--- src/rtl/aes_pkg.sv ---
// aes_pkg: shared state encoding, block/word sizes and the PKCS#7 pad-length
// helper used by the AES stream front-end blocks (padder, later unpad checker).
package aes_pkg;

   typedef enum logic [1:0] {
      IDLE,
      DATA,
      PAD,
      DONE
   } state_t;

   localparam int AES_BLOCK_BYTES = 16;
   localparam int AES_WORD_BYTES  = 4;

   // Pad length from the low four bits of a byte length: 16 - (len mod 16), so 1..16.
   function automatic logic [4:0] pkcs7_pad_len(input logic [3:0] len_lo);
      return 5'(AES_BLOCK_BYTES) - {1'b0, len_lo};
   endfunction

endpackage

--- src/rtl/aes_pkcs7_padder_if.sv ---
// aes_pkcs7_padder_if: host word stream in, AES input FIFO write port out.
// slave = the padder side, master = the host/FIFO side driving it.
interface aes_pkcs7_padder_if;

   logic        i_valid;
   logic [31:0] i_data;
   logic        o_ready;
   logic        i_full_fifo;
   logic        o_write_fifo;
   logic [31:0] o_data_fifo;

   modport slave (
      input  i_valid, i_data, i_full_fifo,
      output o_ready, o_write_fifo, o_data_fifo
   );

   modport master (
      output i_valid, i_data, i_full_fifo,
      input  o_ready, o_write_fifo, o_data_fifo
   );

endinterface

--- src/rtl/aes_pad_mask.sv ---
// aes_pad_mask: combinational last-word byte merger. Keeps bytes 0..r-1
// (byte0 = [31:24]) and fills bytes r..3 with the pad value n, or with zero
// when bypassing. r = 0 means a full word and passes it through untouched.
module aes_pad_mask
   import aes_pkg::*;
(
   input  logic [31:0] i_word,
   input  logic [1:0]  i_r,
   input  logic [4:0]  i_n,
   input  logic        i_bypass,
   output logic [31:0] o_word
);

   logic [7:0] fill;

   // Per-byte select between host data and the fill byte.
   always_comb begin
      // NOTE: every output gets a default before the conditional overrides, so no latch is inferred.
      fill   = i_bypass ? 8'h00 : {3'b000, i_n};
      o_word = i_word;
      for (int b = 0; b < AES_WORD_BYTES; b++) begin
         if ((i_r != 2'd0) && (b >= int'(i_r))) begin
            o_word[31-8*b -: 8] = fill;
         end
      end
   end

endmodule

--- src/rtl/aes_pkcs7_padder.sv ---
// aes_pkcs7_padder: takes a host message of known byte length as 32-bit words,
// appends PKCS#7 padding up to a 16-byte boundary and writes the result into
// the AES input FIFO, throttled by its almost_full flag. Write data is
// registered (one cycle after acceptance).
// Optional build macro AES_PAD_BYPASS_EN adds i_bypass: no padding, the final
// partial word is zero-filled and the message ends after its data words.
module aes_pkcs7_padder
   import aes_pkg::*;
#(
   parameter int LEN_W = 16
) (
   input  logic              i_clk,
   input  logic              i_rst_n,
   input  logic              i_clr,
   input  logic              i_start,
   input  logic [LEN_W-1:0]  i_len,
`ifdef AES_PAD_BYPASS_EN
   input  logic              i_bypass,
`endif
   output logic              o_busy,
   output logic              o_done,
   aes_pkcs7_padder_if.slave bus
);

   localparam int CW = LEN_W + 1;

   state_t        state_q, state_d;
   logic [CW-1:0] cnt_q, cnt_d;       // words issued so far (data then pad)
   logic [CW-1:0] dw_q, dw_d;         // data words D
   logic [CW-1:0] tw_q, tw_d;         // total words T
   logic [1:0]    rem_q, rem_d;       // L mod 4
   logic [4:0]    pad_q, pad_d;       // pad byte value n
   logic          bypass_q, bypass_d;
   logic          write_q, write_d;
   logic [31:0]   data_q, data_d;
   logic          busy_q, busy_d;
   logic          done_q, done_d;

   logic [CW-1:0] len_ext, start_dw, start_tw, cnt_inc;
   logic [4:0]    start_pad;
   logic          start_byp;
   logic          accept, last_word;
   logic [31:0]   masked;

`ifdef AES_PAD_BYPASS_EN
   assign start_byp = i_bypass;
`else
   assign start_byp = 1'b0;
`endif

   // Message geometry derived from i_len at start, in LEN_W+1 bits.
   always_comb begin
      len_ext   = {1'b0, i_len};
      start_pad = pkcs7_pad_len(i_len[3:0]);
      start_dw  = (len_ext + CW'(AES_WORD_BYTES - 1)) >> 2;
      start_tw  = start_byp ? start_dw : ((len_ext + CW'(start_pad)) >> 2);
   end

   assign bus.o_ready = (state_q == DATA) && !bus.i_full_fifo;
   assign accept      = bus.i_valid && bus.o_ready;
   assign cnt_inc     = cnt_q + CW'(1);
   assign last_word   = (cnt_inc == dw_q);

   aes_pad_mask u_mask (
      .i_word   (bus.i_data),
      .i_r      (last_word ? rem_q : 2'd0),
      .i_n      (pad_q),
      .i_bypass (bypass_q),
      .o_word   (masked)
   );

   // FSM, word counter and the registered FIFO write; i_clr overrides everything.
   always_comb begin
      state_d  = state_q;
      cnt_d    = cnt_q;
      dw_d     = dw_q;
      tw_d     = tw_q;
      rem_d    = rem_q;
      pad_d    = pad_q;
      bypass_d = bypass_q;
      write_d  = 1'b0;
      data_d   = data_q;
      case (state_q)
         IDLE: begin
            if (i_start) begin
               dw_d     = start_dw;
               tw_d     = start_tw;
               rem_d    = i_len[1:0];
               pad_d    = start_pad;
               bypass_d = start_byp;
               cnt_d    = '0;
               if (start_dw != '0) state_d = DATA;
               else if (start_byp) state_d = DONE;
               else                state_d = PAD;
            end
         end
         DATA: begin
            if (accept) begin
               cnt_d   = cnt_inc;
               write_d = 1'b1;
               data_d  = masked;
               if (last_word) state_d = bypass_q ? DONE : PAD;
            end
         end
         PAD: begin
            // The cycle with cnt == T is the one in which word T reaches the FIFO.
            if (cnt_q == tw_q) begin
               state_d = DONE;
            end else if (!bus.i_full_fifo) begin
               cnt_d   = cnt_inc;
               write_d = 1'b1;
               data_d  = {4{3'b000, pad_q}};
            end
         end
         DONE:    state_d = IDLE;
         default: state_d = IDLE;
      endcase
      if (i_clr) begin
         state_d  = IDLE;
         cnt_d    = '0;
         dw_d     = '0;
         tw_d     = '0;
         rem_d    = '0;
         pad_d    = '0;
         bypass_d = 1'b0;
         write_d  = 1'b0;
         data_d   = '0;
      end
      busy_d = (state_d != IDLE);
      done_d = (state_d == DONE);
   end

   // State and output registers.
   always_ff @(posedge i_clk or negedge i_rst_n) begin
      if (!i_rst_n) begin
         state_q  <= IDLE;
         cnt_q    <= '0;
         dw_q     <= '0;
         tw_q     <= '0;
         rem_q    <= '0;
         pad_q    <= '0;
         bypass_q <= 1'b0;
         write_q  <= 1'b0;
         data_q   <= '0;
         busy_q   <= 1'b0;
         done_q   <= 1'b0;
      end else begin
         // NOTE: non-blocking assignments so every flop samples pre-edge values.
         state_q  <= state_d;
         cnt_q    <= cnt_d;
         dw_q     <= dw_d;
         tw_q     <= tw_d;
         rem_q    <= rem_d;
         pad_q    <= pad_d;
         bypass_q <= bypass_d;
         write_q  <= write_d;
         data_q   <= data_d;
         busy_q   <= busy_d;
         done_q   <= done_d;
      end
   end

   assign bus.o_write_fifo = write_q;
   assign bus.o_data_fifo  = data_q;
   assign o_busy           = busy_q;
   assign o_done           = done_q;

endmodule
--- src/flat_wrapper.sv ---
// flat-port wrapper written by rule: the top's interface ports become plain ports
module aes_pkcs7_padder_flat import aes_pkg::*;
#(
   parameter int LEN_W = 16
)
  (i_clk, i_rst_n, i_clr, i_start, i_len, o_busy, o_done, bus_i_valid, bus_i_data, bus_i_full_fifo, bus_o_ready, bus_o_write_fifo, bus_o_data_fifo);
  aes_pkcs7_padder_if bus_i ();
  input  logic i_clk;
  input  logic i_rst_n;
  input  logic i_clr;
  input  logic i_start;
  input  logic [LEN_W-1:0] i_len;
  output logic o_busy;
  output logic o_done;
  input wire logic [$bits(bus_i.i_valid)-1:0] bus_i_valid;
  input wire logic [$bits(bus_i.i_data)-1:0] bus_i_data;
  input wire logic [$bits(bus_i.i_full_fifo)-1:0] bus_i_full_fifo;
  output wire logic [$bits(bus_i.o_ready)-1:0] bus_o_ready;
  output wire logic [$bits(bus_i.o_write_fifo)-1:0] bus_o_write_fifo;
  output wire logic [$bits(bus_i.o_data_fifo)-1:0] bus_o_data_fifo;
  assign bus_i.i_valid = bus_i_valid;
  assign bus_i.i_data = bus_i_data;
  assign bus_i.i_full_fifo = bus_i_full_fifo;
  assign bus_o_ready = bus_i.o_ready;
  assign bus_o_write_fifo = bus_i.o_write_fifo;
  assign bus_o_data_fifo = bus_i.o_data_fifo;
  aes_pkcs7_padder #(.LEN_W(LEN_W)) u_core (.i_clk(i_clk), .i_rst_n(i_rst_n), .i_clr(i_clr), .i_start(i_start), .i_len(i_len), .o_busy(o_busy), .o_done(o_done), .bus(bus_i));
endmodule
--- config.mk ---
export PLATFORM = sky130hd
export DESIGN_NAME = aes_pkcs7_padder_flat
export DESIGN_NICKNAME = d
export VERILOG_FILES = /design/src/rtl/aes_pkg.sv /design/src/rtl/aes_pkcs7_padder_if.sv /design/src/rtl/aes_pad_mask.sv /design/src/rtl/aes_pkcs7_padder.sv /design/src/flat_wrapper.sv
export SDC_FILE = /design/constraint.sdc
export NUM_CORES = 1
export LEC_CHECK = 0
export ABC_AREA = 1
export CORE_MARGIN = 2
export CORE_UTILIZATION = 59
export DETAILED_ROUTE_END_ITERATION = 6
export GPL_ROUTABILITY_DRIVEN = 0
export PLACE_DENSITY = 0.85
export REMOVE_ABC_BUFFERS = 1
export SETUP_SLACK_MARGIN = 0.5
export SLEW_MARGIN = 20
export SYNTH_ARGS = -nofsm -noshare
export SYNTH_HDL_FRONTEND = slang
export SYNTH_HIERARCHICAL = 1
export SYNTH_SLANG_ARGS = --single-unit
--- constraint.sdc ---
create_clock -name i_clk -period 7.1 [get_ports i_clk]
set_input_delay 1.775 -clock i_clk [delete_from_list [all_inputs] [get_ports i_clk]]
set_output_delay 1.775 -clock i_clk [all_outputs]
set_load 0.01 [all_outputs]
Yosys cells after proc, flatten, opt, wreduce, memory -nomap -nowiden
Cells that the tools add are included.
{ "totals": {"register_bits": 96, "input_bits": 54, "output_inout_bits": 36, "elab_cells": 90} }
{ "classes": {"addsub": 4, "n_lt_le_gt_ge": 3, "n_eq_ne": 10, "mux": 45, "n_reduce_logical": 17} }
{ "op_table": {"columns": ["op", "n"], "rows": [
  ["$mux W17", 11],
  ["$mux W32", 4],
  ["$pmux W32 S2", 1],
  ["$pmux W17 S3", 1],
  ["$eq A17 B17 Y1", 2],
  ["$mux W8", 4],
  ["$mux W2", 10],
  ["$mux W5", 4],
  ["$add A16 B2 Y17 const B", 1],
  ["$add A16 B5 Y17", 1],
  ["$add A17 B1 Y17 const B", 1],
  ["$reduce_bool A17 Y1", 1],
  ["$ne A3 B3 Y1 const B", 3],
  ["$mux W1", 8],
  ["$pmux W2 S4", 1],
  ["$reduce_bool A2 Y1", 4],
  ["$eq A2 B2 Y1 const B", 3],
  ["$logic_and A1 B1 Y1", 5],
  ["$reduce_and A5 Y1", 1],
  ["$sub A5 B4 Y5 const A", 1],
  ["$ge A1 B2 Y1 const A", 2],
  ["$reduce_and A4 Y1", 1],
  ["$reduce_bool A4 Y1", 1],
  ["$ne A3 B2 Y1 const B", 1],
  ["7 further kinds", 7]
]} }

Logic depth before layout (Yosys ltp)
Gate-level depths: netlist of run 1.
{ "logic_depth": {"depth_word": 9, "depth_mapped": 23} }

Hierarchy
Netlist of run 1, hierarchy kept.
{ "modules_own_cells": {"columns": ["mod", "instances", "cells_per_inst", "area_each_um2", "seq_area_each_um2"], "rows": [
  ["aes_pkcs7_padder", 1, 748, 5436.5, 2227.1],
  ["aes_pad_mask", 1, 83, 406.6, 0.0]
]} }

Worst setup path before layout of run 1
OpenSTA, ideal clock, no wires.
{ "synth_path": {"path_kind": "in2out", "startpoint": "input port bus_i_full_fifo", "endpoint": "output port bus_o_ready", "arrival_ps": 1974, "setup_slack_ps": 3351, "stages": 1, "cell_sequence": "nor2_1"} }
{ "synth_via": {"elab_chain_len": 2} }
{ "synth_rtl": {"columns": ["item", "line", "source"], "rows": [
  ["from (decl)", "flat_wrapper.sv:17", "input wire logic [$bits(bus_i.i_full_fifo)-1:0] bus_i_full_fifo;"],
  ["$logic_not A1 Y1", "aes_pkcs7_padder.sv:59", "assign bus.o_ready = (state_q == DATA) && !bus.i_full_fifo;"],
  ["$logic_and A1 B1 Y1", "aes_pkcs7_padder.sv:59", null],
  ["to (decl)", "flat_wrapper.sv:18", "output wire logic [$bits(bus_i.o_ready)-1:0] bus_o_ready;"]
]} }
No other way between the ends.

Worst setup path in the final report of run 1
Same ends and word-level chain as after synthesis.

==> results of run 1 <==
## area by class of cell
cell class	count	area (µm²)	share of cell area, %
timing repair buffer	92	911	13.1
tap	133	166	2.39
clock inverter	7	58.8	0.844
clock buffer	9	124	1.78
sequential	89	2230	32.0
multi-input combinational	612	3090	44.4
inverter	103	387	5.55
## registers in the layout, indices dropped and copies added, names as in the netlist
name,cells
u_core/bus.o_data_fifo,32
u_core/cnt_q,17
u_core/dw_q,15
u_core/tw_q,15
u_core/pad_q,3
u_core/rem_q,2
u_core/state_q,2
u_core/bus.o_write_fifo,1
u_core/o_busy,1
u_core/o_done,1
## power by group
group	total (mW)	leakage, nW	switching (mW)	internal [mW]
combinational	0.723	2.14	0.421	0.302
sequential	0.691	1.20	0.0736	0.618
clock	0.340	0.0929	0.206	0.134
total	1.76	3.43	0.701	1.05
## per-layer routing
layer / share of wire (%) / wire length (µm) / GRT usage (%) / vias up
met5: 0 / 0 / 0 / -
met4: 2.1 / 337 / 10.4 / 0
met3: 7.8 / 1230 / 4.47 / 30
met2: 48 / 7580 / 49.0 / 288
met1: 42 / 6620 / 40.9 / 2709
li1: - / - / - / 2842
## stage by stage
step | setup WS (ns) | instances | hold slack, ns | total power [mW]
finish | 2.41 | 1045 | 0.488 | 1.76
global route | 2.34 | 1045 | 0.501 | 1.87
global placement | 2.37 | 1029 | 0.459 | 1.39
CTS | 2.40 | 1045 | 0.491 | 1.75
floorplan | 3.12 | 804 | 0.470 | 1.08
detailed placement | 2.41 | 1029 | 0.465 | 1.41
## worst max-delay path by stage
stage / from / to / slack [ns] / depth (start not counted)
global route: bus_i_full_fifo / bus_o_ready / 2.34 / 3
global placement: i_clr / u_core/bus.o_data_fifo[9] / 2.37 / 8
CTS: bus_i_full_fifo / bus_o_ready / 2.40 / 3
detailed placement: bus_i_full_fifo / bus_o_ready / 2.41 / 3
floorplan: i_clr / u_core/bus.o_data_fifo[0] / 3.12 / 7
finish: bus_i_full_fifo / bus_o_ready / 2.41 / 3
## logic make-up after synthesis
group	count (synthesis)	share of synthesized area, %
AOI/OAI and AO/OA	140	14.3
xor gates and xnor gates	15	2.25
adders and majority gates	14	3.00
buffers and inverters	130	9.25
DFF	89	38.1
other	1	0.0642
and+or+nand+nor	442	33.0
## layout by cell type, fill, tap and decap left out, drive strengths merged, types with 7 or more instances in the layout
cell type        n
a21o            20
a21oi           32
clkbuf           9
clkdlybuf4s50   88
dfrtp           89
ha              14
inv            103
nand2          257
nand3           70
nand4           16
nor2            83
nor3             7
o21ai           50
o22ai           20
o31ai            8
xor2            10
## worst reg2reg max path, delay by kind of cell, from the launching register on
kind	cells	cell delay, ns
AND/OR/NAND/NOR	14	1.77
adder cells (fa/ha/maj)	1	0.52
buffers and inverters	4	0.40
flip-flops	1	0.53
AO/OA/AOI/OAI	2	0.25
==> out/metrics.csv, run 1 <==
stage;metric;value;unit
routing;routed_wl;15800;µm
clock_tree;post_cts_buffers;0;
clock_tree;root_buffer;clkbuf_8;
logic_synthesis;yosysMostFrequentCell;nand2_1;
critical_path;cp_num_buf_inv;2;
hold_path;worstHoldPathType;reg2reg;
critical_path;critPathTopFamily;buffers and inverters;
finish;design_area;6960;µm²
critical_path;slowest_stage;clkdlybuf4s50_1;
critical_path;cp-start-kind;primary input;
pwr;ir_drop;181;µV
critical_path;critical_path.max_stage_delay;0.55;ns
logic_synthesis;synth_area_leaders;dfrtp_1 (38%), nand2_1 (16%), inv_1 (6.0%), nand3_1 (5.6%), nor2_1 (4.8%);
die;core;9680;µm²
finish;area_delta_synth_final;19.2;%
grt;grt_first_pass_wirelength;26300;µm
routing;vias;5869;
pwr;power_per_cell_area;252;nW/µm²
clock_tree;cts_num_sinks;89;
hold_path;min_to;u_core/bus.o_data_fifo[3];
placed_design;placed_area;6770;µm²
grt;grt_pass1_vias;5524;
routing;drc;0;
sta;rsz0062_at_grt;no;
grt;grt_max_degree;67;
grt;grt-ovfl-total;0;
hold_path;hold_path_depth;1;
critical_path;cp_common_cell;clkdlybuf4s50_1;
logic_synthesis;synth_ff_type;dfrtp_1;
outcome;status;finished clean;
logic_synthesis;yosys.area.top_type;dfrtp_1;
sta;tns;0;ns
logic_synthesis;netlist_top_cells_count;nand2_1 (250), inv_1 (94), dfrtp_1 (89);
finish;num_antenna_cells;0;
logic_synthesis;avgSynthCellArea;7.03;µm²
critical_path;r2r-start;u_core/cnt_q[4];
logic_synthesis;synth_warnings;6;
clock_tree;clk_latency;0.38;ns
sta;relSlewSlack;44.1;%
critical_path;worst_ep_arrival_time;2.92;ns
finish;nFillCells;757;
grt;antenna_found_initial;0;
logic_synthesis;synth_edf_count;0;
logic_synthesis;synthCells;831;
sta;tightest_slew;0.839;ns
pwr;total_leakage_power;3.43;nW
clock_tree;tritoncts;built;
flow_run;max-cap-violations;0;
routing;viasPerCell;5.62;
clock_tree;clockBufferDepth;2;
die;initial_core_util;60.3;%
sta;finalHoldViolCount;0;
die;fp.dieH;104;µm
logic_synthesis;synth.distinct_cells;45;
critical_path;worstSetupPathType;in2out;
sta;clock.fmax;0.213;GHz
clock_tree;ctsHoldBuffers;0;
critical_path;r2r_slack;3.55;ns
grt;grt_usage;29.9;%
routing;antenna_left;0;
critical_path;setup.worst_path.end_class;primary output;
die;die_area;10700;µm²
die;ioPinCount;90;
die;die_x;104;µm
clock_tree;clk_pin_slew;0.09;ns
finish;fin_util;71.9;%
sta;fin_worst_skew;0.0142;ns
finish;nets;975;
clock_tree;cts_buffers;9;
placed_design;portBuffers;89;
logic_synthesis;synth_area;5840;µm²
sta;timing.final.crit_share;66.1;%
logic_synthesis;ys_ff_latch;89;
finish;drive_above_1_share;5.48;%
critical_path;cp.required;5.33;ns
logic_synthesis;synth_top_area_share;38.1;%
sta;fin_crit;4.69;ns
logic_synthesis;async_flop_share;100;%
placed_design;place_hpwl;11800;µm
clock_tree;ctsResizeCount;0;
routing;first_pass_iters;6;
sta;setup_viol_count_final;0;
critical_path;reg2regPathDepth;21;
die;num_rows;36;
hold_path;min-delay-start;u_core/bus.o_data_fifo[3];
sta;slew_violations;0;
critical_path;path_cells;clkdlybuf4s50_1 -> nor2_1 -> clkdlybuf4s50_1;
routing;wl_per_cell;15.1;µm
logic_synthesis;synth_seq_area_share;38.1;%
critical_path;cp_max_fo;3;
critical_path;rr_endpoint;u_core/bus.o_data_fifo[11];
clock_tree;htreeDepth;3;
routing;drt-initial-drc-count;476;
No activity file was read; power rests on OpenSTA's default activity.
==> inputs of run 2 (changes only) <==
Settings changed: CORE_UTILIZATION 59 to 50, PLACE_DENSITY 0.85 to 0.77.
Clock period 7.1 ns to 4.3 ns, I/O delays scaled along.
==> run 2 against run 1 <==
Net effect:
- critical path depth up 13
- largest cell class unchanged
- power up 81%
- die area up 17%
- global-route usage down 3.7 points
- final cell count up 1.2%
- first-iteration DRC count down 8.6%
- core utilization down 9.6 points
- non-clock buffer count up 3
- register-to-register slack worse by 2.6 ns
==> out/metrics.csv, run 2 (synthesized netlist as in run 1, its figures left out) <==
stage;metric;value;unit;change
pwr;ir_drop;268;µV;was 181 µV
pwr;p_clk_share;26.3;%;was 19.4%
sta;tightest_slew;0.623;ns;was 0.839 ns
sta;slew_violations;0;;unchanged
pwr;power_per_cell_area;446;nW/µm²;was 252 nW/µm²
critical_path;cp_max_fo;5;;was 3
die;num_rows;39;;was 36
clock_tree;ctsResizeCount;0;;unchanged
grt;grt_pass1_vias;5328;;was 5524
routing;drt-initial-drc-count;435;;was 476
routing;drc;0;;unchanged
finish;nets;978;;was 975
grt;grt_max_degree;43;;was 67
die;fp.dieH;112;µm;was 104 µm
placed_design;portBuffers;89;;unchanged
die;core;11400;µm²;was 9680 µm²
critical_path;reg2regPathDepth;20;;was 21
die;die_x;112;µm;was 104 µm
critical_path;cp_num_buf_inv;3;;was 2
critical_path;critical_path.max_stage_delay;0.54;ns;was 0.55 ns
critical_path;critPathTopFamily;simple AND/OR/NAND/NOR gates;;was buffers and inverters
pwr;combPwrFrac;37.9;%;was 41.2%
placed_design;place_hpwl;11900;µm;was 11800 µm
routing;antenna_left;0;;unchanged
sta;timing.final.crit_share;80.5;%;
finish;final_cell_mix;nand2_1 (250), inv_1 (94), dfrtp_1 (89), clkdlybuf4s50_1 (88), nor2_1 (73);;unchanged
sta;fin_crit;3.46;ns;
pwr;p_switching;1.15;mW;was 701 µW
die;initial_core_util;51.2;%;was 60.3%
finish;drive_above_1_share;5.57;%;was 5.48%
critical_path;path_depth;16;;was 3
placed_design;post-place-ws;0.537;ns;was 2.41 ns
clock_tree;tritoncts;built;;unchanged
routing;viasPerCell;5.45;;was 5.62
finish;layout_commonest_cell;nand2_1;;unchanged
sta;setup_viol_count_final;0;;unchanged
clock_tree;cts_buffers;9;;unchanged
clock_tree;cts_num_sinks;89;;unchanged
pwr;p_int;2.03;mW;was 1.05 mW
hold_path;hold_path_depth;1;;unchanged
critical_path;cp-start-kind;primary input;;unchanged
clock_tree;clockBufferDepth;2;;unchanged
finish;design_area;7120;µm²;was 6960 µm²
critical_path;slowest_stage;clkdlybuf4s50_1;;unchanged
clock_tree;htreeDepth;3;;unchanged
critical_path;path_cells;clkdlybuf4s50_1 -> inv_1 -> ha_1 -> ha_1 -> xor2_1 -> inv_1 -> nand2_1 -> o21ai_1 -> nand2_1 -> nand2_1 -> nand3_1 -> nor2_1 -> nand2_1 -> a21oi_1 -> o21ai_0 -> o21ai_0;;was clkdlybuf4s50_1 -> nor2_1 -> clkdlybuf4s50_1
sta;tns;0;ns;unchanged
finish;num_antenna_cells;0;;unchanged
placed_design;placed_area;6800;µm²;was 6770 µm²
sta;rsz0062_at_grt;no;;unchanged
clock_tree;clk_latency;0.34;ns;was 0.38 ns
sta;relSlewSlack;58.2;%;was 44.1%
clock_tree;post_cts_buffers;0;;unchanged
critical_path;cp_common_cell;nand2_1;;was clkdlybuf4s50_1
critical_path;cp.required;4.56;ns;was 5.33 ns
routing;vias;5763;;was 5869
clock_tree;clk_pin_slew;0.06;ns;was 0.09 ns
sta;fin_worst_skew;0.00829;ns;was 0.0142 ns
grt;grt-ovfl-total;0;;unchanged
routing;first_pass_iters;5;;was 6
grt;grt_usage;26.3;%;was 29.9%
critical_path;worst_ep_arrival_time;3.72;ns;was 2.92 ns
outcome;status;finished clean;;unchanged
pwr;total_leakage_power;3.50;nW;was 3.43 nW
sta;worst_slack;0.840;ns;was 2.41 ns
routing;routed_wl;16000;µm;was 15800 µm
sta;finalHoldViolCount;0;;unchanged
pwr;switching_share;36.0;%;was 40.0%
sta;clock.fmax;0.289;GHz;
critical_path;worstSetupPathType;in2reg;;was in2out
sta;whs;0.474;ns;was 0.488 ns
die;ioPinCount;90;;unchanged
finish;fin_util;62.3;%;was 71.9%
grt;antenna_found_initial;0;;unchanged
clock_tree;ctsHoldBuffers;0;;unchanged
routing;wl_per_cell;15.1;µm;about the same
flow_run;max-cap-violations;0;;unchanged
finish;largest_reg_flops;32;;unchanged
finish;area_delta_synth_final;21.8;%;was 19.2%
die;die_area;12600;µm²;was 10700 µm²
pwr;seq_power_share;35.8;%;was 39.4%
hold_path;worstHoldPathType;reg2reg;;unchanged
clock_tree;root_buffer;clkbuf_16;;was clkbuf_8
critical_path;setup.worst_path.end_class;register;;was primary output
grt;grt_first_pass_wirelength;26700;µm;was 26300 µm
==> run 2: cell count changes in the layout (fill, tap and decap cells not counted) <==
cell / previous run / this run
inv_8: 1 / 0
nor2_4: 4 / 3
buf_4: 4 / 7
clkbuf_8: 9 / 0
clkinvlp_4: 1 / 2
nand3_2: 4 / 5
nor2_2: 5 / 6
inv_6: 4 / 0
clkbuf_1: 0 / 2
clkbuf_16: 0 / 9
bufinv_16: 0 / 2
nand3_4: 1 / 0
==> run 2: area by class of cell <==
| class | count | area (µm²) |
|---|---|---|
| clock inverters | 5 | 80.1 |
| clock buffers | 11 | 233 |
| inverters | 103 | 387 |
| fillers | 1063 | 4300 |
| repair buffers | 95 | 933 |
| well taps | 143 | 179 |
| flip-flops and latches | 89 | 2230 |
| multi-input cells | 612 | 3080 |
==> run 2: per-stage QoR <==
stage	total power [mW]	cells
after detailed placement	2.34	1042
after CTS	3.18	1058
after global placement	2.33	1042
after floorplan	1.78	804
final	3.18	1058
after global routing	3.38	1058
==> run 2: power groups by stage <==
stage                     Sequential (mW)  Clock [mW]  Combinational [mW]
after detailed placement             1.15           0                1.19
after CTS                            1.14       0.845                1.20
after global placement               1.15           0                1.18
final                                1.14       0.834                1.20
after global routing                 1.16       0.890                1.33
after floorplan                      1.19           0               0.594
==> run 2: path summary, 6_finish.rpt <==
kind                                       startpoint                          to  slack [ns]
max reg2reg                           u_core/cnt_q[0]  u_core/bus.o_data_fifo[12]        0.91
max                                          i_len[1]             u_core/tw_q[12]        0.84
max in group asynchronous                     i_rst_n  u_core/bus.o_data_fifo[18]        2.91
min reg2reg                u_core/bus.o_data_fifo[18]  u_core/bus.o_data_fifo[18]        0.47
min in group asynchronous                     i_rst_n             u_core/tw_q[11]        0.62
min                        u_core/bus.o_data_fifo[18]  u_core/bus.o_data_fifo[18]        0.47
==> run 2: routing by layer <==
layer | up-vias | share of wire, % | global-route usage [%]
li1 | 2859 | - | -
met1 | 2656 | 46 | 38.3
met2 | 219 | 45 | 40.0
met3 | 29 | 6.7 | 4.70
met4 | 0 | 2.1 | 8.46
met5 | - | 0 | 0
==> inputs of run 3 (changes only) <==
Clock period 4.3 ns to 2.95 ns, I/O delays scaled along.
==> run 3 against run 2 <==
Net effect:
- sequential share of layout area decreased by 5.0 points
- cell area increased by 19%
- clock skew increased by 0.00078 ns
- die area unchanged
- register-to-register slack got worse by 0.87 ns
- power increased by 56%
- clock power increased by 51%
- non-clock buffer count increased by 121
- global-route usage increased by 1.6 points
- sequential cell count unchanged
- highest routed layer unchanged
==> out/metrics.csv, run 3 (synthesized netlist as in run 1, its figures left out) <==
stage;metric;value;unit;change
finish;fin_util;74.2;%;was 62.3%
critical_path;cp.required;3.23;ns;was 4.56 ns
sta;whs;0.281;ns;was 0.474 ns
sta;finalHoldViolCount;0;;unchanged
critical_path;cp-start-kind;register;;was primary input
placed_design;portBuffers;89;;unchanged
die;num_rows;39;;unchanged
finish;drive_above_1_share;25.2;%;was 5.57%
critical_path;cp_max_fo;7;;was 5
die;die_area;12600;µm²;unchanged
finish;nets;1099;;was 978
routing;drc;0;;unchanged
routing;routed_wl;18700;µm;was 16000 µm
outcome;status;finished clean;;unchanged
sta;timing.final.crit_share;98.6;%;
clock_tree;clk_latency;0.34;ns;about the same
routing;first_pass_iters;5;;unchanged
clock_tree;clk_pin_slew;0.07;ns;was 0.06 ns
routing;antenna_left;0;;unchanged
finish;final_cells;1178;;was 1058
clock_tree;root_buffer;clkbuf_16;;unchanged
flow_run;max-cap-violations;0;;unchanged
clock_tree;htreeDepth;3;;unchanged
finish;area_delta_synth_final;45.0;%;was 21.8%
critical_path;worstSetupPathType;reg2reg;;was in2reg
die;core;11400;µm²;unchanged
sta;clock.fmax;0.344;GHz;
routing;wl_per_cell;15.9;µm;was 15.1 µm
clock_tree;cts_num_sinks;89;;unchanged
routing;viasPerCell;5.56;;was 5.45
finish;largest_reg_flops;32;;unchanged
sta;slew_violations;0;;unchanged
pwr;power_per_cell_area;585;nW/µm²;was 446 nW/µm²
grt;grt_pass1_vias;5874;;was 5328
clock_tree;ctsHoldBuffers;0;;unchanged
pwr;total_leakage_power;4.21;nW;was 3.50 nW
finish;nFillCells;836;;was 1063
die;die_x;112;µm;unchanged
die;fp.dieH;112;µm;unchanged
grt;grt_max_degree;65;;was 43
placed_design;dp.cells;1144;;was 1042
finish;num_antenna_cells;0;;unchanged
critical_path;reg2regPathDepth;21;;was 20
routing;vias;6545;;was 5763
clock_tree;clockBufferDepth;2;;unchanged
grt;grt_first_pass_wirelength;28400;µm;was 26700 µm
hold_path;worstHoldPathType;in2async;;was reg2reg
sta;fin_worst_skew;0.00908;ns;was 0.00829 ns
routing;drt-initial-drc-count;552;;was 435
placed_design;place_hpwl;12500;µm;was 11900 µm
die;initial_core_util;51.2;%;unchanged
critical_path;setup.worst_path.end_class;register;;unchanged
finish;layout_commonest_cell;nand2_1;;unchanged
clock_tree;tritoncts;built;;unchanged
sta;rsz0062_at_grt;yes;;was no
grt;grt-ovfl-total;0;;unchanged
grt;grt_usage;27.8;%;was 26.3%
clock_tree;cts_buffers;9;;unchanged
pwr;ir_drop;429;µV;was 268 µV
critical_path;worst_ep_arrival_time;3.19;ns;was 3.72 ns
finish;final_cell_mix;nand2_1 (228), buf_4 (119), dfrtp_1 (87), inv_1 (85), clkdlybuf4s50_1 (73);;was nand2_1 (250), inv_1 (94), dfrtp_1 (89), clkdlybuf4s50_1 (88), nor2_1 (73)
sta;setup_viol_count_final;0;;unchanged
die;ioPinCount;90;;unchanged
grt;antenna_found_initial;0;;unchanged
sta;fin_crit;2.91;ns;
## run 3: final timing paths
check                                                  to                 startpoint  slack, ns
worst max-delay path            u_core/bus.o_data_fifo[4]            u_core/cnt_q[1]       0.04
worst min-delay path                       u_core/tw_q[7]                    i_rst_n       0.28
worst max register to register  u_core/bus.o_data_fifo[4]            u_core/cnt_q[1]       0.04
worst min register to register  u_core/bus.o_data_fifo[3]  u_core/bus.o_data_fifo[3]       0.48
max in group asynchronous       u_core/bus.o_data_fifo[7]                    i_rst_n       2.00
min in group i_clk              u_core/bus.o_data_fifo[3]  u_core/bus.o_data_fifo[3]       0.48
## run 3: what timing repair did
action / in CTS / in global routing
gates resized for setup: 58 / 76
buffers inserted: 9 / 10
endpoints found under the setup margin: 42 / 48
pin swaps: 36 / 40
endpoints found under the hold margin: 0 / 0
## run 3: worst max-delay path, cell delays in order (launching register included)
cell,delay [ns]
dfrtp_1,0.42
ha_4,0.18
nand2_4,0.07
nor2_8,0.18
nand3_2,0.10
nand2_2,0.09
nand2_2,0.06
nand2_2,0.10
nand4_1,0.09
nor2_1,0.11
nand3_1,0.08
nand3b_1,0.18
buf_6,0.16
nor2_4,0.11
inv_2,0.07
ha_2,0.22
inv_2,0.11
nand3_1,0.10
nand2_1,0.08
nand2_1,0.06
a21oi_2,0.17
a21o_1,0.10
## run 3: through the flow
| stage | instance area, µm² | power, mW | setup TNS [ns] | setup WS [ns] |
|---|---|---|---|---|
| after floorplan | 5690 | 2.60 | 0 | 0.00302 |
| after global placement | 7590 | 3.51 | -1.65 | -0.149 |
| after detailed placement | 7590 | 3.53 | -2.63 | -0.198 |
| after CTS | 8160 | 4.82 | 0 | 0.0489 |
| after global routing | 8470 | 5.19 | -1.04 | -0.127 |
| final | 8470 | 4.95 | 0 | 0.0417 |
## run 3: area by class of cell
cell class	instances	area (µm²)	share of cell area, %
Clock inverter	5	80.1	0.945
Clock buffer	10	239	2.82
Tap cell	143	179	2.11
Inverter	103	395	4.67
Sequential cell	89	2230	26.3
Multi-Input combinational cell	612	3460	40.8
Timing Repair Buffer	216	1890	22.3
## run 3: power by group
group          leakage (nW)  switching (mW)  internal [mW]
clock network         0.151           0.497          0.760
registers              1.19           0.177           1.49
logic                  2.87            1.14          0.890
## run 3: layer usage
metal / track usage, % / wire length (µm)
met5: 0 / 0
met4: 7.64 / 335
met3: 4.37 / 1430
met2: 45.3 / 9000
met1: 39.0 / 7930
